### src/rtl/ka_operand_split_issue.sv
// ----------------------------------------------------------------------------
// ka_operand_split_issue
//
// Front end of a Karatsuba GF(2) multiplier. The block accepts one N-bit
// operand pair and issues three H x H sub-multiplication operand pairs
// (H = N/2) to a shared downstream carry-less multiplier. Each pair carries a
// tag, so the product collector can route the result to the right recombiner
// input:
//   tag 0 : low halves            (a_lo, b_lo)
//   tag 1 : high halves           (a_hi, b_hi)
//   tag 2 : middle, XOR of halves (a_lo ^ a_hi, b_lo ^ b_hi), out_last = 1
//
// Ports
//   clk, rst_n            clock (rising edge), asynchronous active-low reset
//   in_valid / in_ready   operand-pair handshake (a_in, b_in are N bits)
//   out_valid / out_ready sub-operand handshake (out_a, out_b are H bits)
//   out_tag               sub-product identifier (0 low, 1 high, 2 middle)
//   out_last              high on the middle issue, which is the last one
//   busy                  an operation is in progress
//   op_count              completed operations (middle handshakes), wrapping
// ----------------------------------------------------------------------------
module ka_operand_split_issue #(
  parameter int N     = 42,
  parameter int CNT_W = 16
) (
  input  logic                 clk,
  input  logic                 rst_n,
  input  logic                 in_valid,
  output logic                 in_ready,
  input  logic [N-1:0]         a_in,
  input  logic [N-1:0]         b_in,
  output logic                 out_valid,
  input  logic                 out_ready,
  output logic [N/2-1:0]       out_a,
  output logic [N/2-1:0]       out_b,
  output logic [1:0]           out_tag,
  output logic                 out_last,
  output logic                 busy,
  output logic [CNT_W-1:0]     op_count
);

  localparam int H = N / 2;

  localparam logic [1:0] IDLE    = 2'd0;
  localparam logic [1:0] ISS_LO  = 2'd1;
  localparam logic [1:0] ISS_HI  = 2'd2;
  localparam logic [1:0] ISS_MID = 2'd3;

  localparam logic [1:0] TAG_LO  = 2'd0;
  localparam logic [1:0] TAG_HI  = 2'd1;
  localparam logic [1:0] TAG_MID = 2'd2;

  logic [1:0]   state;
  logic [1:0]   state_next;
  logic [N-1:0] a_reg;
  logic [N-1:0] b_reg;

  logic         accept;
  logic         issue_done;

  // Handshakes. in_ready looks at out_ready combinationally so that a new
  // pair can be taken in the same cycle as the middle issue completes,
  // giving one operation every three cycles with no bubble.
  assign in_ready   = (state == IDLE) || ((state == ISS_MID) && out_ready);
  assign accept     = in_valid && in_ready;
  assign issue_done = out_valid && out_ready;
  assign busy       = (state != IDLE);

  // Next-state logic.
  // NOTE: state_next gets a default before the case so that no path leaves
  // it unassigned; otherwise synthesis infers a latch.
  always_comb begin
    state_next = state;
    case (state)
      IDLE:    if (accept)     state_next = ISS_LO;
      ISS_LO:  if (issue_done) state_next = ISS_HI;
      ISS_HI:  if (issue_done) state_next = ISS_MID;
      ISS_MID: if (issue_done) state_next = accept ? ISS_LO : IDLE;
      default:                 state_next = IDLE;
    endcase
  end

  // State, operand capture and completed-operation counter.
  // NOTE: sequential state uses non-blocking assignments so every register
  // samples values from before the edge, independent of statement order.
  always_ff @(posedge clk or negedge rst_n) begin
    if (!rst_n) begin
      state    <= IDLE;
      a_reg    <= '0;
      b_reg    <= '0;
      op_count <= '0;
    end else begin
      state <= state_next;
      if (accept) begin
        a_reg <= a_in;
        b_reg <= b_in;
      end
      if ((state == ISS_MID) && issue_done) begin
        op_count <= op_count + 1'b1;
      end
    end
  end

  // Issue datapath. Outputs are decoded from the registered state and the
  // captured operands. Operands only change on accept, which cannot happen
  // while an issue is stalled, so outputs stay stable under backpressure.
  always_comb begin
    out_valid = 1'b0;
    out_a     = '0;
    out_b     = '0;
    out_tag   = TAG_LO;
    out_last  = 1'b0;
    case (state)
      ISS_LO: begin
        out_valid = 1'b1;
        out_a     = a_reg[H-1:0];
        out_b     = b_reg[H-1:0];
        out_tag   = TAG_LO;
      end
      ISS_HI: begin
        out_valid = 1'b1;
        out_a     = a_reg[N-1:H];
        out_b     = b_reg[N-1:H];
        out_tag   = TAG_HI;
      end
      ISS_MID: begin
        // GF(2) addition of the halves: XOR only, no carries.
        out_valid = 1'b1;
        out_a     = a_reg[H-1:0] ^ a_reg[N-1:H];
        out_b     = b_reg[H-1:0] ^ b_reg[N-1:H];
        out_tag   = TAG_MID;
        out_last  = 1'b1;
      end
      default: ;
    endcase
  end

endmodule
### config.mk
export PLATFORM = sky130hd
export DESIGN_NAME = ka_operand_split_issue
export DESIGN_NICKNAME = d
export VERILOG_FILES = /design/src/rtl/ka_operand_split_issue.sv
export SDC_FILE = /design/constraint.sdc
export NUM_CORES = 1
export LEC_CHECK = 0
export ABC_AREA = 1
export ABC_CLOCK_PERIOD_IN_PS = 4800
export BUFFER_PORTS_ARGS = -buffer_cell sky130_fd_sc_hd__buf_2
export CORE_MARGIN = 2
export CORE_UTILIZATION = 30
export CTS_CLUSTER_SIZE = 25
export DETAILED_ROUTE_END_ITERATION = 8
export MAX_ROUTING_LAYER = met4
export PLACE_DENSITY = 0.54
export SLEW_MARGIN = 20
export SYNTH_ARGS = -nofsm -noshare
export SYNTH_HDL_FRONTEND = slang
export SYNTH_SLANG_ARGS = --single-unit
### constraint.sdc
create_clock -name clk -period 4.8 [get_ports clk]
set_clock_uncertainty 0.15 [all_clocks]
set_input_delay 0.48 -clock clk [delete_from_list [all_inputs] [get_ports clk]]
set_output_delay 0.48 -clock clk [all_outputs]
set_load 0.02 [all_outputs]
==> results.json <==
{
  "fin_util_pct": 37.7,
  "tns_ns": 0,
  "cts_setup_buffers": 0,
  "yosys_warnings": 0,
  "cts_sinks": 102,
  "globalplace.congestion": 0.757,
  "synth_nets": 779,
  "final_nets": 904,
  "synth_fa_ha_area_share_pct": 1.86,
  "die_x_um": 138,
  "antenna_found_initial": 0,
  "chipHeight_um": 138,
  "final_common_cell": "nand2_1",
  "ys_seq_elements": 102,
  "mappedNetlistArea_um2": 5370,
  "hpwl_um": 9730,
  "core_area_um2": 17400,
  "synthTopCellsByArea": "dfrtp_1 (48%), nand2_1 (15%), o21ai_0 (8.0%)",
  "num_vias": 4873,
  "area_growth_syn_to_layout_pct": 22.2,
  "peakVddDrop_v": 0.000361,
  "cp.arrival_ns": 2.60,
  "rsz0062_at_grt": "no",
  "synth_top_family_by_area": "simple AND/OR/NAND/NOR gates",
  "grt_max_degree": 88,
  "yosys.area.top_type": "dfrtp_1",
  "antenna_cells": 0,
  "syn-instance-count": 683,
  "cts_resized": 0,
  "cp_slowest_stage_delay_ns": 0.78,
  "cts_max_level": 3,
  "postRouteWirelength_um": 15400,
  "avgRoutedWirePerCell_um": 14.8,
  "synth_xor_area_share_pct": 1.47,
  "grt_pass1_vias": 4803,
  "start_kind": "flop",
  "path_class": "reg -> out",
  "cts_tree": "built",
  "synth_top_area_share_pct": 47.5,
  "row_count": 48,
  "firstDrtPassIters": 5,
  "power.density_nw_per_um2": 700,
  "grt_pass1_wl_um": 24600,
  "synth_seq_area_share_pct": 47.5,
  "cts_inserted_buffers": 9,
  "clk_path_buf_depth": 2,
  "synth_cell_types": 30,
  "rr_startpoint": "state[0]",
  "endpoint_kind": "output port",
  "routed_via_density": 4.70,
  "slew_violations": 0,
  "max_freq_mhz": 310,
  "root_buffer": "clkbuf_16",
  "finalHoldViolCount": 0,
  "grt-ovfl-total": 0,
  "initial_core_util_pct": 30.8,
  "finalNonFillerCells": 1037,
  "yosys.area_share.simple_pct": 21.3,
  "fin_crit_ns": 3.23,
  "p_leak_uw": 0.00331,
  "maxSlewHeadroom_pct": 32.7,
  "dp.cells": 1022,
  "final_cell_mix": "nand2_1 (210), buf_2 (150), dfrtp_1 (102)",
  "power.total_uw": 4600,
  "clkSlewWorstSetupHoldPaths_ns": 0.07,
  "grt_usage_pct": 17.5,
  "crit_chain": "inv_1 -> ha_2 -> or2_2 -> o211ai_1 -> a21oi_1 -> buf_2",
  "finalSetupViolations": 0,
  "port-buffer-count": 151,
  "synth_compound_area_share_pct": 18.5,
  "insertion_delay_ns": 0.35,
  "drc": 0,
  "drive_above_1_share_pct": 22.9,
  "io_pins": 152,
  "drt_iter0_markers": 245,
  "tightest_slew_ns": 1.01,
  "die_area_um2": 19000,
  "ctsHoldBuffers": 0,
  "finalCritPeriodShare_pct": 67.3,
  "cp_slowest_cell": "or2_2",
  "critPathLaunch": "state[1]",
  "status": "finished, final reports clean",
  "worstPathRequired_ns": 4.17,
  "hp-class": "in -> async",
  "drtAntennaViolNets": 0,
  "drv_cap": 0,
  "syn_area_per_cell_um2": 7.86,
  "cp_max_fo": 43,
  "synth_mux_area_share_pct": 0,
  "n_fill_cell": 1879
}
[metal layers]
| metal | GRT usage, % | share of wire, % | vias up |
|---|---|---|---|
| met5 | - | 0 | - |
| met4 | 5.10 | 1.0 | 0 |
| met3 | 3.20 | 5.1 | 12 |
| met2 | 27.8 | 47 | 139 |
| met1 | 22.7 | 47 | 2273 |
| li1 | - | - | 2449 |
[critical path, delay by kind of cell (launching register included)]
family,cells,cell delay (ns)
AO/OA/AOI/OAI,2,0.44
buffers and inverters,2,0.38
adder cells (fa/ha/maj),1,0.20
flip-flops,1,0.44
AND/OR/NAND/NOR,1,0.78
[cell usage after synthesis, drive strengths merged]
master,count
ha,8
buf,24
nor3,1
nor3b,1
dfrtp,102
xnor2,4
a21oi,45
clkbuf,17
nor2,57
o21ai,88
nand4,2
nand3,9
nand2,212
inv,65
xor2,5
o211ai,42
or2,1
[per-stage QoR]
step / instance area [um^2] / hold WS (ns) / worst slack (ns)
2_1_floorplan: 5370 / 0.0344 / 2.54
3_3_place_gp: 6200 / 0.332 / 2.00
3_5_place_dp: 6200 / 0.331 / 1.91
4_1_cts: 6550 / 0.0490 / 1.51
5_1_grt: 6560 / 0.0792 / 1.36
6_report: 6560 / 0.0263 / 1.57
[where the power goes]
part	leakage (uW)	total [uW]	switching, uW	internal [uW]
Clock	0.000170	888	327	561
Sequential	0.00127	1470	242	1230
Combinational	0.00187	2240	1550	688
Total	0.00331	4600	2120	2480
[final timing paths]
| path | slack, ns | cells past startpoint | to |
|---|---|---|---|
| worst max-delay path | 1.57 | 6 | out_b[11] |
| worst min-delay path | 0.03 | 1 | a_reg[29] |
| worst max register to register | 2.06 | 8 | a_reg[41] |
| worst min register to register | 0.35 | 2 | a_reg[13] |
| max in group asynchronous | 3.37 | 2 | b_reg[24] |
| min in group clk | 0.17 | 3 | b_reg[13] |
[final cells by class]
cell class	count	area, um^2	area share (%)
Inverter	65	244	3.72
Sequential cell	102	2550	38.9
Clock inverter	4	120	1.83
Clock buffer	11	233	3.55
Timing Repair Buffer	155	788	12.0
Tap cell	225	282	4.29
Multi-Input combinational cell	475	2340	35.7
[logic make-up (layout without fill, tap and decap cells)]
logic type,count (synthesis),count (layout)
buffers and inverters,106,235
XOR/XNOR,9,9
flip-flops,102,102
AND/OR/NAND/NOR,283,283
AO/OA/AOI/OAI,175,175
adder cells (fa/ha/maj),8,8
(Power assumes the default switching activity.)
